==> config.mk <==
export PLATFORM = sky130hd
export DESIGN_NAME = mips_lsu
export DESIGN_NICKNAME = d
export VERILOG_FILES = /design/src/rtl/mips_lsu.sv
export SDC_FILE = /design/constraint.sdc
export NUM_CORES = 1
export LEC_CHECK = 0
export ABC_CLOCK_PERIOD_IN_PS = 7500
export BUFFER_PORTS_ARGS = -buffer_cell sky130_fd_sc_hd__buf_2
export CORE_MARGIN = 4
export CORE_UTILIZATION = 28
export CTS_BUF_LIST = sky130_fd_sc_hd__clkbuf_4 sky130_fd_sc_hd__clkbuf_8
export CTS_CLUSTER_SIZE = 25
export DETAILED_ROUTE_END_ITERATION = 10
export GPL_ROUTABILITY_DRIVEN = 1
export PLACE_DENSITY = 0.57
export SYNTH_ARGS = -nofsm -noshare
export SYNTH_HDL_FRONTEND = slang
export SYNTH_SLANG_ARGS = --single-unit
==> constraint.sdc <==
create_clock -name clk -period 7.5 [get_ports clk]
set_clock_uncertainty 0.2 [all_clocks]
set_input_delay 1.5 -clock clk [delete_from_list [all_inputs] [get_ports clk]]
set_output_delay 1.5 -clock clk [all_outputs]
set_load 0.01 [all_outputs]
==> src/rtl/mips_lsu.sv <==
// Big-endian load/store unit between an in-order core and a byte-laned memory.
// Handles alignment checks, lane steering, and load extension for byte, half, word and double accesses.
module mips_lsu #(
  parameter int XLEN    = 32,
  parameter int LANES   = XLEN / 8,
  parameter int MEM_LAT = 1
) (
  input  logic               clk,
  input  logic               rst,
  input  logic               req_valid,
  output logic               req_ready,
  input  logic               req_write,
  input  logic [1:0]         req_size,
  input  logic               req_signed,
  input  logic [XLEN-1:0]    req_addr,
  input  logic [XLEN-1:0]    req_wdata,
  output logic               resp_valid,
  output logic [XLEN-1:0]    resp_rdata,
  output logic               resp_err,
  output logic [XLEN-1:0]    mem_addr,
  input  logic [8*LANES-1:0] mem_data_out,
  output logic [8*LANES-1:0] mem_data_in,
  output logic               mem_write_en,
  output logic [LANES-1:0]   mem_lane_en
);

  localparam int MW = 8 * LANES;
  localparam int OW = (LANES > 1) ? $clog2(LANES) : 1;
  localparam int XB = XLEN / 8;

  typedef enum logic [1:0] {IDLE, RD_WAIT, RESP} state_t;

  state_t          state_q, state_d;
  logic [2:0]      cnt_q, cnt_d;
  logic [XLEN-1:0] addr_q, addr_d;
  logic [1:0]      size_q, size_d;
  logic            sgn_q, sgn_d;
  logic [OW-1:0]   off_q, off_d;
  logic [XLEN-1:0] rdata_q, rdata_d;
  logic            err_q, err_d;

  logic            accept_s, err_s, store_fire_s;
  logic [2:0]      amask_s;
  int              nbytes_s, ld_nb_s, j_s, lane_s;
  logic [OW-1:0]   off_s;
  logic [XLEN-1:0] aligned_s, ld_s;
  logic [MW-1:0]   st_data_s;
  logic [LANES-1:0] st_lane_s;
  logic            sbit_s;

  // Request decode: alignment/size legality and big-endian store lane steering.
  always_comb begin
    nbytes_s = 32'sd1 << req_size;
    case (req_size)
      2'b00:   amask_s = 3'b000;
      2'b01:   amask_s = 3'b001;
      2'b10:   amask_s = 3'b011;
      default: amask_s = 3'b111;
    endcase
    err_s     = ((req_addr[2:0] & amask_s) != 3'b000) || (nbytes_s > LANES);
    off_s     = req_addr[OW-1:0];
    aligned_s = req_addr;
    aligned_s[OW-1:0] = '0;
    accept_s  = req_valid && (state_q == IDLE) && !rst;
    st_lane_s = '0;
    st_data_s = '0;
    j_s       = 0;
    for (int k = 0; k < LANES; k++) begin
      // Lane k receives store byte j counted from the least significant end.
      j_s = int'(off_s) + nbytes_s - 1 - k;
      if (k >= int'(off_s) && j_s >= 0 && j_s < XB) begin
        st_lane_s[LANES-1-k]   = 1'b1;
        st_data_s[MW-1-8*k -: 8] = req_wdata[8*j_s +: 8];
      end
    end
    store_fire_s = accept_s && req_write && !err_s;
  end

  // Load extraction from the returned word, then zero/sign extension.
  always_comb begin
    ld_s    = '0;
    sbit_s  = 1'b0;
    lane_s  = 0;
    ld_nb_s = 32'sd1 << size_q;
    for (int b = 0; b < XB; b++) begin
      lane_s = int'(off_q) + ld_nb_s - 1 - b;
      if (b < ld_nb_s && lane_s >= 0 && lane_s < LANES) begin
        ld_s[8*b +: 8] = mem_data_out[MW-1-8*lane_s -: 8];
      end
    end
    if (ld_nb_s <= XB) begin
      sbit_s = ld_s[8*ld_nb_s-1];
    end else begin
      sbit_s = 1'b0;
    end
    for (int b = 0; b < XB; b++) begin
      if (b >= ld_nb_s) begin
        ld_s[8*b +: 8] = {8{sgn_q & sbit_s}};
      end
    end
  end

  // Next-state logic.
  always_comb begin
    state_d = state_q;
    case (state_q)
      IDLE: begin
        if (accept_s) begin
          state_d = (err_s || req_write) ? RESP : RD_WAIT;
        end else begin
          state_d = IDLE;
        end
      end
      RD_WAIT: begin
        if (cnt_q <= 3'd1) begin
          state_d = RESP;
        end else begin
          state_d = RD_WAIT;
        end
      end
      RESP:    state_d = IDLE;
      default: state_d = IDLE;
    endcase
  end

  // Datapath register updates: request capture, latency counter, response data.
  always_comb begin
    cnt_d   = cnt_q;
    addr_d  = addr_q;
    size_d  = size_q;
    sgn_d   = sgn_q;
    off_d   = off_q;
    rdata_d = rdata_q;
    err_d   = err_q;
    case (state_q)
      IDLE: begin
        if (accept_s) begin
          size_d = req_size;
          sgn_d  = req_signed;
          off_d  = off_s;
          if (err_s || req_write) begin
            rdata_d = '0;
            err_d   = err_s;
          end else begin
            addr_d = aligned_s;
            cnt_d  = 3'(MEM_LAT);
          end
        end else begin
          cnt_d = cnt_q;
        end
      end
      RD_WAIT: begin
        if (cnt_q <= 3'd1) begin
          cnt_d   = 3'd0;
          rdata_d = ld_s;
          err_d   = 1'b0;
        end else begin
          cnt_d = cnt_q - 3'd1;
        end
      end
      default: cnt_d = cnt_q;
    endcase
  end

  // State and datapath registers.
  always_ff @(posedge clk or posedge rst) begin
    if (rst) begin
      state_q <= IDLE;
      cnt_q   <= 3'd0;
      addr_q  <= '0;
      size_q  <= 2'b00;
      sgn_q   <= 1'b0;
      off_q   <= '0;
      rdata_q <= '0;
      err_q   <= 1'b0;
    end else begin
      state_q <= state_d;
      cnt_q   <= cnt_d;
      addr_q  <= addr_d;
      size_q  <= size_d;
      sgn_q   <= sgn_d;
      off_q   <= off_d;
      rdata_q <= rdata_d;
      err_q   <= err_d;
    end
  end

  // Outputs; a legal store is strobed combinationally in its accept cycle.
  always_comb begin
    req_ready    = (state_q == IDLE);
    resp_valid   = (state_q == RESP);
    resp_rdata   = rdata_q;
    resp_err     = err_q;
    mem_write_en = store_fire_s;
    if (store_fire_s) begin
      mem_addr    = aligned_s;
      mem_lane_en = st_lane_s;
      mem_data_in = st_data_s;
    end else begin
      mem_addr    = addr_q;
      mem_lane_en = '0;
      mem_data_in = '0;
    end
  end

endmodule
-- Word level (Yosys, flattened, before mapping)
Cells that the tools add are included.
- logic and storage cells: 147
- flip-flop bits (word level): 73
- output and inout bits: 104
- magnitude comparators: 31
- mux-type cells: 40
- shift operators: 10
- eq/ne operators: 8
- reductions and logical operators: 31
- bitwise gates (word level): 3
- add/subtract/negate cells: 16
- operators by type and width (cell ; count):
    32-bit by 1-bit >= comparator with 1-bit output (second input constant) ; 8
    32-bit by 4-bit < comparator with 1-bit output (second input constant) ; 8
    32-bit two-way mux ; 5
    32-bit by 2-bit subtractor with 32-bit output (second input constant) ; 5
    39-bit by 32-bit variable part select with 8-bit output ; 4
    32-bit by 32-bit variable part select with 8-bit output ; 4
    32-bit by 3-bit subtractor with 32-bit output (second input constant) ; 4
    6-bit by 32-bit subtractor with 32-bit output (first input constant) ; 4
    8-bit two-way mux ; 12
    3-bit by 32-bit adder with 32-bit output ; 2
    3-bit by 32-bit >= comparator with 1-bit output (first input constant) ; 2
    3-bit by 32-bit < comparator with 1-bit output (first input constant) ; 2
    32-bit one-hot mux with 2 select lines ; 1
    1-bit by 2-bit << shifter with 32-bit output (first input constant) ; 2
    1-bit by 32-bit >= comparator with 1-bit output (first input constant) ; 1
    2-bit by 32-bit >= comparator with 1-bit output (first input constant) ; 1
    32-bit by 4-bit greater-than comparator with 1-bit output (second input constant) ; 1
    32-bit by 4-bit less-or-equal comparator with 1-bit output (second input constant) ; 1
    1-bit by 32-bit < comparator with 1-bit output (first input constant) ; 1
    2-bit by 32-bit < comparator with 1-bit output (first input constant) ; 1
    32-bit by 7-bit < comparator with 1-bit output (second input constant) ; 1
    1-bit logical AND ; 19
    1-bit two-way mux ; 10
    3-bit two-way mux ; 3
    26 further kinds ; 37

-- Longest topological paths before layout
- depth after elaboration: 16
- depth in mapped cells: 18
- mapped depth without buffers: 17

-- Least setup slack after synthesis
Ideal clock, no wire load.
- path kind: input to output
- from: input rst
- to: output mem_data_in[16]
- arrival: 4.857 ns
- data required time: 5.800 ns
- stages: 8
- slack: 0.943 ns
- path through: inv_1 -> and3_1 -> buf_4 -> nand3_2 -> or3b_1 -> or4_1 -> buf_6 -> nor2b_2
- word-level cells in the longest chain between the ends: 5
- ends and longest elaborated chain (item ; line ; text):
    from (decl) ; 9 ; input logic rst,
    1-bit zero test (no line) ; - ;
    1-bit logical AND ; 64 ; accept_s = req_valid && (state_q == IDLE) && !rst;
    1-bit logical AND (2 in series) ; 76 ; store_fire_s = accept_s && req_write && !err_s;
    32-bit two-way mux ; 195 ; if (store_fire_s) begin
    to (decl) ; 22 ; output logic [8*LANES-1:0] mem_data_in,
Every way passes these cells.

-- Worst setup path after layout
- from: input req_size[1]
- to: output mem_data_in[17]
- word-level cells in the longest chain between the ends: 9
- elaborated cells on any way between the ends: 21
- those cells by class: add/sub (3); order compare (3); eq/ne (2); shift (2); mux (3); bitwise (1); reduce/logical (7)
- ends and longest elaborated chain (item ; line ; text):
    from (decl) ; 13 ; input logic [1:0] req_size,
    1-bit by 2-bit << shifter with 32-bit output ; 53 ; nbytes_s = 32'sd1 << req_size;
    3-bit by 32-bit adder with 32-bit output ; 70 ; j_s = int'(off_s) + nbytes_s - 1 - k;
    32-bit by 2-bit subtractor with 32-bit output (2 in series) ; 70 ;
    32-bit by 1-bit >= comparator with 1-bit output ; 71 ; if (k >= int'(off_s) && j_s >= 0 && j_s < XB) begin
    1-bit logical AND (2 in series) ; 71 ;
    8-bit two-way mux ; 71 ;
    32-bit two-way mux (*) ; 195 ;
Mark *: on every way between the ends. The rest lies on a longest branch, timed or not.

==> impl_metrics.py <==
metrics = {
    "sta": {
        "max-slew-margin-rel_pct": 31.5,
        "min_period_ns": 6.38,
        "fmax_ghz": 0.157,
        "finalSetupViolations": 0,
        "rsz0062_at_grt": "no",
        "drv_slew": 0,
        "hold_viol": 0,
        "fin_crit_sh_pct": 85.1,
        "tns_ns": 0,
        "worst_pin_slew_ns": 1.01,
    },
    "logic_synthesis": {
        "synth-async-reset-ratio_pct": 100,
        "synth.distinct_cells": 55,
        "synth_seq_cells": 73,
        "yosysTopAreaCell": "dfrtp_1",
        "yosysSeqAreaShare_pct": 29.6,
        "synth_edf_count": 0,
        "syn_inst": 601,
        "synth_area_um2": 6170,
        "yosys_warnings": 0,
        "syn_area_per_cell_um2": 10.3,
        "yosys.area.top_type_share_pct": 29.6,
        "synth-main-ff-cell": "dfrtp_1",
        "yosys-top-cells-area": "dfrtp_1 30%, mux4_2 23%, nand2_1 8.4%",
    },
    "final_layout": {
        "area_growth_pct": 23.9,
        "final_common_cell": "buf_2",
        "final_layout_size_suffix_gt1_share_pct": 43.2,
        "fin_nets": 926,
        "regArea_um2": 1830,
        "n_fill_cell": 2270,
        "diodes": 0,
        "layout_common_cells": "204 x buf_2, 138 x nand2_1, 73 x dfrtp_1",
        "multiInputGateArea_um2": 4080,
    },
    "power": {
        "p_sw_mw": 0.950,
        "finalPower_mw": 2.29,
        "p_leak_nw": 3.79,
        "p_clk_share_pct": 14.3,
        "p_seq_share_pct": 22.9,
        "max-vdd-ir-drop_uv": 263,
        "internal_power_mw": 1.34,
        "power_switching_share_pct": 41.6,
        "p_comb_share_pct": 62.8,
        "power_density_nw_per_um2": 299,
    },
    "min_path": {
        "worstHoldPathType": "reg2reg",
        "hold_end": "resp_rdata[9]",
        "holdPathStages": 2,
        "hp-start": "resp_rdata[9]",
    },
    "worst_setup_path": {
        "worstRegToRegCells": 12,
        "cp-end-kind": "output port",
        "arrival_ns": 4.68,
        "critPathLaunchType": "input pin",
        "required_ns": 5.80,
        "reg2reg_from": "size_q[1]",
        "critPathKind": "in2out",
        "worstPathMaxFanout": 9,
        "r2r_setup_slack_ns": 1.70,
        "r2r-end": "resp_rdata[30]",
    },
    "routing": {
        "initialDrtViolationCount": 374,
        "ant_nets": 0,
        "wl_per_cell_um": 16.3,
        "via_per_inst": 5.01,
        "drc": 0,
        "vias": 5370,
        "routed_wl_mm": 17.5,
        "firstDrtPassIters": 4,
    },
    "clock_network": {
        "cts_sinks": 73,
        "cts_setup_buffers": 0,
        "cts_tree": "done",
        "root_buffer": "clkbuf_8",
        "clockBufferDepth": 2,
        "cts_resized": 0,
        "htree_levels": 3,
        "hold_buffers": 0,
        "cts_buffers": 9,
        "clk_pin_slew_ns": 0.09,
        "clock_latency_ns": 0.36,
    },
    "die": {
        "fp.dieH_um": 156,
        "die_w_um": 156,
        "core_area_um2": 21800,
        "ios": 207,
        "dieArea_um2": 24500,
        "start_util_pct": 28.4,
        "rows": 54,
    },
    "status": {
        "status": "completed",
    },
    "global_route": {
        "grt_max_degree": 74,
        "grt_pass1_wl_mm": 27.5,
        "grt_overflow": 0,
        "antenna_found_initial": 0,
        "grt_pass1_vias": 5205,
        "grt_util_all_layers_pct": 14.0,
    },
    "place": {
        "place_congestion": 0.800,
        "portBuffers": 204,
        "hpwl_mm": 13.1,
    },
    "run": {
        "max_cap_viol_count": 0,
    },
}
==> flip-flops by register name, summed over array words and instances (netlist names) <==
name	flops
addr_q	30
cnt_q	3
off_q	2
resp_err	1
resp_rdata	32
sgn_q	1
size_q	2
state_q	2
==> final cells by class <==
| class | count | share of cell area, % |
|---|---|---|
| clock buffer | 9 | 1.62 |
| multi-input combinational | 459 | 53.3 |
| tap | 280 | 4.58 |
| clock inverter | 7 | 1.01 |
| inverter | 32 | 1.57 |
| timing repair buffer | 211 | 14.0 |
| sequential | 73 | 23.9 |
==> kinds of logic (layout without fill, tap and decap cells) <==
group                      count (synthesis)  in the layout  synth area share (%)
and+or+nand+nor                          235            235                  18.2
adders and majority gates                 37             37                  7.74
DFF                                       73             73                  29.6
AOI/OAI and AO/OA                         77             77                  8.84
muxes                                     97             97                  29.4
other                                      1              2                0.0607
xor gates and xnor gates                  11             11                  1.56
buffers and inverters                     70            259                  4.60
==> worst max-delay path, stage by stage <==
cell	delay, ns
buf_2	0.15
or2_2	0.32
ha_2	0.17
inv_1	0.05
ha_1	0.17
fa_1	0.48
inv_1	0.17
ha_1	0.21
a21boi_0	0.26
xor2_1	0.10
or4_1	0.76
nor2b_2	0.21
buf_2	0.14
==> worst max path at each step <==
stage | from | to | cells past startpoint
floorplan | rst | mem_data_in[16] | 8
global placement | req_size[1] | mem_data_in[22] | 14
detailed placement | req_size[1] | mem_data_in[17] | 13
CTS | req_size[1] | mem_data_in[17] | 13
global route | req_size[1] | mem_data_in[17] | 13
finish | req_size[1] | mem_data_in[17] | 13
==> through the flow <==
stage	std cells	util [%]	hold WS (ns)	instance area [um^2]	setup slack [ns]
floorplan	602	-	0.281	6180	0.943
global placement	1055	34.2	0.256	7450	1.25
detailed placement	1055	34.2	0.261	7450	1.11
CTS	1071	35.2	0.282	7650	1.12
global route	1071	35.2	0.309	7650	0.949
finish	1071	35.2	0.275	7650	1.12
==> power groups by stage <==
| stage | sequential, mW | combinational (mW) | clock (mW) |
|---|---|---|---|
| 6_report | 0.522 | 1.44 | 0.327 |
| 5_1_grt | 0.535 | 1.60 | 0.358 |
| 4_1_cts | 0.523 | 1.45 | 0.341 |
| 3_5_place_dp | 0.530 | 1.44 | 0 |
| 3_3_place_gp | 0.527 | 1.42 | 0 |
| 2_1_floorplan | 0.525 | 1.10 | 0 |
==> Yosys cell counts (all sizes together) (3+ instances only) <==
master / instances
nand2: 138
dfrtp: 73
mux4: 64
nor2b: 40
ha: 35
mux2: 33
inv: 32
a22oi: 25
clkbuf: 25
a21oi: 13
buf: 13
nor2: 11
o21ai: 9
o31ai: 9
and3: 8
nand2b: 8
nor3: 8
xnor2: 8
nand3: 4
nand4: 3
nor4b: 3
xor2: 3
==> routing by layer <==
layer  GRT usage (%)  vias to the layer above  share of wire [%]
met5               0                        -                  0
li1                -                     2551                  -
met3            3.76                       16                6.4
met4            2.44                        0                1.3
met1            18.0                     2656                 42
met2            23.9                      147                 50
Power figures use the tool's default switching activity.
